<file path="src/rtl/mult_div.sv">
// Iterative multiply/divide unit beside the EX stage.
// Runs a 32-step shift-add multiply or restoring divide and holds the
// {HI, LO} result with done high until EX retires the instruction.
// Optional build macro: MULT_DIV_FAST_MULT_EN (single-cycle multiply).
module mult_div (
    input  logic        clk,
    input  logic        rst,
    input  logic        flush,
    input  logic        stall_downstream,
    input  logic [5:0]  funct,
    input  logic [31:0] operand_1,
    input  logic [31:0] operand_2,
    output logic        done,
    output logic        busy,
    output logic [63:0] result
);

    typedef enum logic [1:0] {IDLE, MUL, DIV, DONE} state_t;

    state_t      state;
    logic [4:0]  cnt;
    logic [63:0] acc;       // mul: {partial product, multiplier}; div: {remainder, quotient}
    logic [31:0] hold;      // multiplicand or divisor magnitude
    logic        neg_q;     // negate product / quotient
    logic        neg_r;     // negate remainder

    logic        is_mult, is_div, is_signed;
    logic        op1_neg, op2_neg;
    logic [31:0] abs_1, abs_2;

    logic [32:0] mul_sum;
    logic [63:0] mul_next, mul_fix;
    logic [32:0] div_shift, div_diff;
    logic        div_ge;
    logic [63:0] div_next;
    logic [31:0] quo, rem;
    logic [63:0] div_fix;

    // Op decode and operand magnitudes for the start cycle
    always_comb begin
        is_mult   = (funct == 6'h18) || (funct == 6'h19);
        is_div    = (funct == 6'h1A) || (funct == 6'h1B);
        is_signed = (funct == 6'h18) || (funct == 6'h1A);
        op1_neg   = is_signed & operand_1[31];
        op2_neg   = is_signed & operand_2[31];
        abs_1     = op1_neg ? (32'd0 - operand_1) : operand_1;
        abs_2     = op2_neg ? (32'd0 - operand_2) : operand_2;
    end

    // One shift-add multiply step and one restoring divide step, plus final sign fix-up
    always_comb begin
        mul_sum   = {1'b0, acc[63:32]} + {1'b0, (acc[0] ? hold : 32'd0)};
        mul_next  = {mul_sum, acc[31:1]};
        mul_fix   = neg_q ? (64'd0 - mul_next) : mul_next;

        div_shift = {acc[63:32], acc[31]};
        div_diff  = div_shift - {1'b0, hold};
        div_ge    = (div_shift >= {1'b0, hold});
        div_next  = div_ge ? {div_diff[31:0], acc[30:0], 1'b1}
                           : {div_shift[31:0], acc[30:0], 1'b0};
        rem       = div_next[63:32];
        quo       = div_next[31:0];
        div_fix   = {(neg_r ? (32'd0 - rem) : rem), (neg_q ? (32'd0 - quo) : quo)};
    end

`ifdef MULT_DIV_FAST_MULT_EN
    logic [63:0] fast_a, fast_b, fast_prod;

    // Full-width product in the start cycle; sign extension makes the low 64 bits signed-correct
    always_comb begin
        fast_a    = {{32{op1_neg}}, operand_1};
        fast_b    = {{32{op2_neg}}, operand_2};
        fast_prod = fast_a * fast_b;
    end
`endif

    // Control FSM with iteration datapath; result written only on entry to DONE
    always_ff @(posedge clk) begin
        if (rst) begin
            state  <= IDLE;
            cnt    <= '0;
            acc    <= '0;
            hold   <= '0;
            neg_q  <= 1'b0;
            neg_r  <= 1'b0;
            result <= '0;
        end else if (flush) begin
            state <= IDLE;
        end else begin
            case (state)
                IDLE: begin
                    if (is_mult) begin
`ifdef MULT_DIV_FAST_MULT_EN
                        result <= fast_prod;
                        state  <= DONE;
`else
                        acc    <= {32'd0, abs_2};
                        hold   <= abs_1;
                        neg_q  <= op1_neg ^ op2_neg;
                        cnt    <= '0;
                        state  <= MUL;
`endif
                    end else if (is_div) begin
                        if (operand_2 == 32'd0) begin
                            result <= {operand_1, 32'hFFFF_FFFF};
                            state  <= DONE;
                        end else begin
                            acc    <= {32'd0, abs_1};
                            hold   <= abs_2;
                            neg_q  <= op1_neg ^ op2_neg;
                            neg_r  <= op1_neg;
                            cnt    <= '0;
                            state  <= DIV;
                        end
                    end
                end
                MUL: begin
                    acc <= mul_next;
                    cnt <= cnt + 5'd1;
                    if (cnt == 5'd31) begin
                        result <= mul_fix;
                        state  <= DONE;
                    end
                end
                DIV: begin
                    acc <= div_next;
                    cnt <= cnt + 5'd1;
                    if (cnt == 5'd31) begin
                        result <= div_fix;
                        state  <= DONE;
                    end
                end
                DONE: begin
                    if (!stall_downstream) state <= IDLE;
                end
                default: state <= IDLE;
            endcase
        end
    end

    assign done = (state == DONE);
    assign busy = (state == MUL) || (state == DIV);

endmodule
</file>
<file path="config.mk">
export PLATFORM = sky130hd
export DESIGN_NAME = mult_div
export DESIGN_NICKNAME = d
export VERILOG_FILES = /design/src/rtl/mult_div.sv
export SDC_FILE = /design/constraint.sdc
export NUM_CORES = 1
export LEC_CHECK = 0
export BUFFER_PORTS_ARGS = -buffer_cell sky130_fd_sc_hd__buf_4
export CAP_MARGIN = 30
export CORE_UTILIZATION = 40
export CTS_CLUSTER_SIZE = 40
export DETAILED_ROUTE_END_ITERATION = 10
export HOLD_SLACK_MARGIN = 0.02
export MAX_ROUTING_LAYER = met4
export SLEW_MARGIN = 20
export SYNTH_ARGS = -nofsm -noshare
export SYNTH_HDL_FRONTEND = slang
export SYNTH_SLANG_ARGS = --single-unit
</file>
<file path="constraint.sdc">
create_clock -name clk -period 6.45 [get_ports clk]
set_clock_uncertainty 0.05 [all_clocks]
set_input_delay 0.9675 -clock clk [delete_from_list [all_inputs] [get_ports clk]]
set_output_delay 0.9675 -clock clk [all_outputs]
set_load 0.005 [all_outputs]
</file>
==> Yosys cells after proc, flatten, opt, wreduce, memory -nomap -nowiden <==
Cells that the tools add are included.
{ "op_classes": {"mul": 0, "order_cmp": 1, "n_eq_ne": 18, "muxes": 33, "add_sub_neg": 8, "div_mod_pow": 0, "shifts": 0, "bitwise": 6, "reduce_logical": 17} }
{ "ops": {"columns": ["op", "n"], "rows": [
  ["64-bit 2-to-1 mux", 10],
  ["64-bit one-hot mux with 3 select lines", 2],
  ["32-bit 2-to-1 mux", 8],
  ["1-bit by 32-bit subtractor with 32-bit output (first input constant)", 4],
  ["1-bit by 64-bit subtractor with 64-bit output (first input constant)", 1],
  ["32-bit by 32-bit adder with 33-bit output", 1],
  ["33-bit by 32-bit greater-or-equal comparator with 1-bit output", 1],
  ["32-bit zero test", 1],
  ["32-bit subtractor", 1],
  ["6-bit by 5-bit equality test with 1-bit output (second input constant)", 4],
  ["5-bit 2-to-1 mux", 3],
  ["2-bit inequality test (second input constant)", 7],
  ["4-bit AND reduction", 3],
  ["5-bit one-hot mux with 2 select lines", 1],
  ["2-bit 2-to-1 mux", 4],
  ["7-bit AND reduction", 1],
  ["3-bit inequality test (second input constant)", 2],
  ["2-bit one-hot mux with 3 select lines", 1],
  ["5-bit by 1-bit adder with 5-bit output (second input constant)", 1],
  ["5-bit equality test (second input constant)", 1],
  ["5-bit AND reduction", 1],
  ["2-bit equality test (second input constant)", 2],
  ["1-bit logical OR", 4],
  ["1-bit 2-to-1 mux", 4],
  ["other kinds (10)", 15]
]} }
{ "word_totals": {"latch_bits": 0, "regBits": 169, "word_cells": 90, "mem_bits_rw": 0, "rom_bits": 0, "n_memories": 0} }

==> Logic depth before layout (Yosys ltp) <==
{ "depth": {"ltp_word": 8, "mapped_depth": 27} }

==> Worst setup path before layout <==
OpenSTA, ideal clock, no wires.
{ "synth_path": {"path_kind": "flip-flop to flip-flop", "startpoint": "reg hold[5]", "endpoint": "reg result[56]", "path_buffers": 5, "stages_incl_launch_ff": 25, "arrival_time_ns": 5.763, "required_time_ns": 6.266, "period_less_slack_ns": 5.946, "path_slack_ns": 0.504, "setup_ns": 0.134, "cell_sequence": "dfxtp_1 inv_1 ha_1 clkbuf_1 nand4_1 or4_1 nor4_1 nand3b_1 or3_1 clkbuf_1 clkbuf_1 clkbuf_1 buf_1 mux2i_1 ha_1 nand2_1 or3_1 nor3_1 nand3_1 a222oi_1 nand3_1 o31ai_1 xor2_1 a221oi_1 nor4_1"} }
{ "synth_between": {"elab_chain_len": 6, "word_cells_on_any_way": 12, "cone_classes": "add/sub (4); order compare (1); mux (7)"} }
{ "synth_rtl": {"columns": ["element", "line_no", "source"], "rows": [
  ["start: declaration", "23", "logic [31:0] hold;"],
  ["start signal: assignment", "98", "hold <= abs_1;"],
  ["start signal: assignment", "109", "hold <= abs_2;"],
  ["32-bit 2-to-1 mux, or another cell as far along", "52", "mul_sum = {1'b0, acc[63:32]} + {1'b0, (acc[0] ? hold : 32'd0)};"],
  ["32-bit by 32-bit adder with 33-bit output / 64-bit 2-to-1 mux (equally long branches)", "52, 59", null],
  ["1-bit by 64-bit subtractor with 64-bit output / 1-bit by 32-bit subtractor with 32-bit output (equally long branches)", "54, 63", null],
  ["64-bit 2-to-1 mux / 32-bit 2-to-1 mux (equally long branches)", "54, 63", null],
  ["64-bit 2-to-1 mux, on equally long branches", "120, 128", null],
  ["64-bit one-hot mux with 3 select lines *", "90", "case (state)"],
  ["end signal: assignment", "105", "result <= {operand_1, 32'hFFFF_FFFF};"],
  ["end signal: assignment", "121", "result <= mul_fix;"],
  ["end signal: assignment", "129", "result <= div_fix;"],
  ["end: declaration", "15", "output logic [63:0] result"]
]} }
Mark *: on every way between the ends. The rest lies on a longest branch, timed or not. The select of a mux whose other input is x is not followed.
A chain may end at the register's enable or synchronous reset.

==> Final worst setup path <==
{ "layout_path": {"startpoint": "reg hold[31]", "endpoint": "reg result[56]"} }
{ "layout_between": {"elab_chain_len": 6} }
{ "layout_rtl": {"columns": ["element", "line_no", "source"], "rows": [
  ["33-bit by 32-bit greater-or-equal comparator with 1-bit output *", "58", "div_ge = (div_shift >= {1'b0, hold});"],
  ["64-bit 2-to-1 mux *", "59", "div_next = div_ge ? {div_diff[31:0], acc[30:0], 1'b1}"],
  ["1-bit by 32-bit subtractor with 32-bit output", "63", "div_fix = {(neg_r ? (32'd0 - rem) : rem), (neg_q ? (32'd0 - quo) : quo)};"],
  ["32-bit 2-to-1 mux *", "63", null],
  ["64-bit 2-to-1 mux *", "128", "if (cnt == 5'd31) begin"],
  ["64-bit one-hot mux with 3 select lines *", "90", null]
]} }
Marked as above.

==> run summary <==
Final nets: 2671
Fill cells: 4363
ANT nets after route: 0
HP Class: register to register
RSZ-0062 raised after global routing: no
Cells after Synth: 2531
vias in the first global route: 17.7k
Setup Crit Path Kind: register to register
num rows: 75
layout cell share with drive strength beyond 1: 0.0996
WP buf/inv: 2
TritonCTS clock tree: built
max-cap violations: 0
Die Span Y: 210 um
pwr dens: 161 mW/mm2
FF-to-FF Start: hold[31]$_SDFFE_PP0P_
Cell variety after synth: 83
Max Clock Freq: 165 MHz
grt total ovfl: 0
Final Instance Area: 0.0193 mm2
syn avg cell area: 6.85 um2
Final GP Congestion: 1.00
Post-Syn Area: 0.0173 mm2
filler-free cell count of the finished design: 3112
DP HPWL: 56200 um
Max VDD drop: 0.186 mV
post-CTS sizing: 0
initial antenna violation count: 4
Top delay family on crit path: simple AND/OR/NAND/NOR gates
outcome: finished, final reports clean
top_reg_cell synth: dfxtp_1
synthesized flop and latch total: 169
Hold Crit Endpoint: hold[4]$_SDFFE_PP0P_
Area Growth Syn to Fin: 11.5%
slowest cell delay on critical path: 800 ps
Crit path required time: 6710 ps
Worst-path clk slew: 70 ps
GRT Overall Usage: 0.339
cell leakage power: 7.44 nW
die width: 210 um
RR Endpoint: result[56]$_SDFFE_PP0P_
Final min period: 6050 ps
Port Buffers: 139
router iterations before antenna repair: 7
count of final hold-check violations: 0
post-placement cell count: 3075
Period Utilization, post-route: 0.939
setup_tns: 0 ps
slowest stage cell, crit path: or4_1
Worst Hold Depth: 2
endpoint type of the worst setup path: register
first-pass GRT wire length: 111000 um
drt wl/cell: 23.9 um
Crit. path cell count: 20
post-synthesis async set-or-reset flop share: 0
Startpoint Class: register
postcts setup bufs: 0
Placed Area: 0.0187 mm2
total CTS buffers: 17
post-synthesis sequential area ratio: 0.195
die area: 0.0442 mm2
clk_lat worst skew: 470 ps
DRT Wirelength: 74300 um
H-tree depth: 4
Setup violations, final: 0
clock sink count: 169
pin count of the biggest net entering global routing: 101
buffer type at the clock tree root: clkbuf_16
worst hold margin: 402 ps
DR vias/cell: 6.35
slew margin rel.: 0.291
Yosys Warn Count: 0
Initial Util: 0.410
worst r2r path cells: 20
Pins Over Slew Limit: 0
Hold-fix buffers, CTS: 0
worst-path maximum fanout: 18
R2R setup slack: 400 ps
core box area: 0.0423 mm2
total I/O pin count: 140
Hold Path Origin: hold[4]$_SDFFE_PP0P_
crit path cell chain: inv_1 -> ha_1 -> nand4b_1 -> or4_1 -> nor4_1 -> nand3b_1 -> or3_2 -> mux2i_1 -> ha_1 -> nand2_1 -> or3_1 -> nor3_1 -> nand3_1 -> a222oi_1 -> buf_4 -> nand3_1 -> o31ai_1 -> xor2_1 -> a221oi_1 -> nor4_1
Initial DRC Count: 2501
routed via count: 19.8k
# DRC: 0
worst slew pin tran: 1060 ps
Worst EP arrival: 6320 ps
number of flops mapped to enable cells by yosys: 0
CTS max path bufs: 2
Synth Net Count: 2682
utilization after layout: 0.457
[report_power, final]
group	internal (mW)	switching, mW
sequential	1.06	0.0197
clock	0.626	0.483
combinational	0.310	0.624
total	1.99	1.13
[placed cells by master (no fill, tap or decap), types with 10 or more instances in the layout]
cell type	Yosys	final
o21ai_0	146	145
a221o_1	19	19
nand2b_1	18	18
or4_1	11	11
nand4_1	18	18
nor2_1	274	273
a22oi_1	21	21
and2_1	16	16
inv_1	75	74
o41ai_1	14	14
nand2_1	306	306
a311oi_1	26	26
o221ai_1	10	10
nor3b_1	13	13
clkbuf_16	0	17
xor2_1	75	75
dfxtp_1	169	168
a221oi_1	42	42
a21o_1	26	26
ha_1	75	72
nor4_1	29	29
mux2i_1	19	19
a21oi_1	244	244
and3_1	22	22
or3_1	27	26
nand3_1	80	80
o211ai_1	55	55
nor3_1	73	73
a211oi_1	55	55
o31ai_1	35	35
or2_2	12	12
a31oi_1	17	17
xnor2_1	130	130
o21bai_1	11	11
buf_4	1	175
[registers in the layout, summed over array words and instances (netlist names)]
| signal | cells |
|---|---|
| acc | 64 |
| cnt | 5 |
| hold | 32 |
| neg_q | 1 |
| neg_r | 1 |
| result | 64 |
| state | 2 |
[worst min-delay path, cell delays in order, from the launching register on]
cell,delay (ps)
dfxtp_1,310
nand2_1,50
a21oi_1,50
[layer usage]
metal	wire length [um]	global-route usage	vias up
met5	0	-	-
met4	1710	0.0914	0
met3	7530	0.0690	93
met2	31600	0.484	1056
met1	33500	0.480	9408
li1	-	-	9213
[synthesized netlist by cell type (8+ instances only)]
| library cell | n | area (um2) |
|---|---|---|
| a211o_1 | 8 | 70.1 |
| a211oi_1 | 55 | 413 |
| a21boi_0 | 8 | 60.1 |
| a21o_1 | 26 | 195 |
| a21oi_1 | 244 | 1220 |
| a221o_1 | 19 | 190 |
| a221oi_1 | 42 | 368 |
| a22o_1 | 9 | 78.8 |
| a22oi_1 | 21 | 158 |
| a311oi_1 | 26 | 228 |
| a31oi_1 | 17 | 106 |
| and2_1 | 16 | 100 |
| and3_1 | 22 | 138 |
| buf_1 | 15 | 56.3 |
| clkbuf_1 | 195 | 732 |
| dfxtp_1 | 169 | 3380 |
| ha_1 | 75 | 938 |
| inv_1 | 75 | 282 |
| mux2i_1 | 19 | 190 |
| nand2_1 | 306 | 1150 |
| nand2b_1 | 18 | 113 |
| nand3_1 | 80 | 400 |
| nand3b_1 | 8 | 60.1 |
| nand4_1 | 18 | 113 |
| nor2_1 | 274 | 1030 |
| nor2b_1 | 8 | 50.1 |
| nor3_1 | 73 | 365 |
| nor3b_1 | 13 | 97.6 |
| nor4_1 | 29 | 181 |
| o211ai_1 | 55 | 413 |
| o21ai_0 | 146 | 731 |
| o21bai_1 | 11 | 82.6 |
| o221ai_1 | 10 | 87.6 |
| o31a_1 | 8 | 70.1 |
| o31ai_1 | 35 | 263 |
| o41ai_1 | 14 | 123 |
| or2_2 | 12 | 75.1 |
| or3_1 | 27 | 169 |
| or4_1 | 11 | 82.6 |
| xnor2_1 | 130 | 1140 |
| xor2_1 | 75 | 657 |
[kinds of logic after synthesis]
| kind of cell | after synthesis | share of synthesized area |
|---|---|---|
| AND/OR/NAND/NOR | 946 | 0.255 |
| flip-flops | 169 | 0.195 |
| XOR/XNOR | 205 | 0.103 |
| AO/OA/AOI/OAI | 822 | 0.314 |
| adder cells (fa/ha/maj) | 77 | 0.0564 |
| buffers and inverters | 290 | 0.0635 |
| multiplexers | 22 | 0.0129 |
[final cells by class]
cell class,count,area [um2],share of cell area
multi-input cells,2072,12900,0.669
diodes,4,10.0,0.000518
well taps,577,722,0.0373
clock inverters,7,116,0.00602
inverters,76,285,0.0148
repair buffers,184,1420,0.0736
flip-flops and latches,169,3380,0.175
clock buffers,23,468,0.0242
[worst max-delay path by stage]
| stage | from | slack [ps] | endpoint |
|---|---|---|---|
| final | hold[31]$_SDFFE_PP0P_ | 400 | result[56]$_SDFFE_PP0P_ |
| after global routing | hold[26]$_SDFFE_PP0P_ | 200 | result[56]$_SDFFE_PP0P_ |
| after CTS | hold[29]$_SDFFE_PP0P_ | 630 | result[56]$_SDFFE_PP0P_ |
| after detailed placement | hold[29]$_SDFFE_PP0P_ | 640 | result[56]$_SDFFE_PP0P_ |
| after global placement | acc[0]$_SDFFE_PP0P_ | 520 | result[63]$_SDFFE_PP0P_ |
| after floorplan | hold[5]$_SDFFE_PP0P_ | 500 | result[56]$_SDFFE_PP0P_ |
[stage by stage]
| step | power [mW] | setup WS [ps] |
|---|---|---|
| 2_1_floorplan | 1.66 | 504 |
| 3_3_place_gp | 2.00 | 523 |
| 3_5_place_dp | 2.00 | 643 |
| 4_1_cts | 3.10 | 632 |
| 5_1_grt | 3.22 | 198 |
| 6_report | 3.12 | 395 |
(Power assumes the default switching activity.)
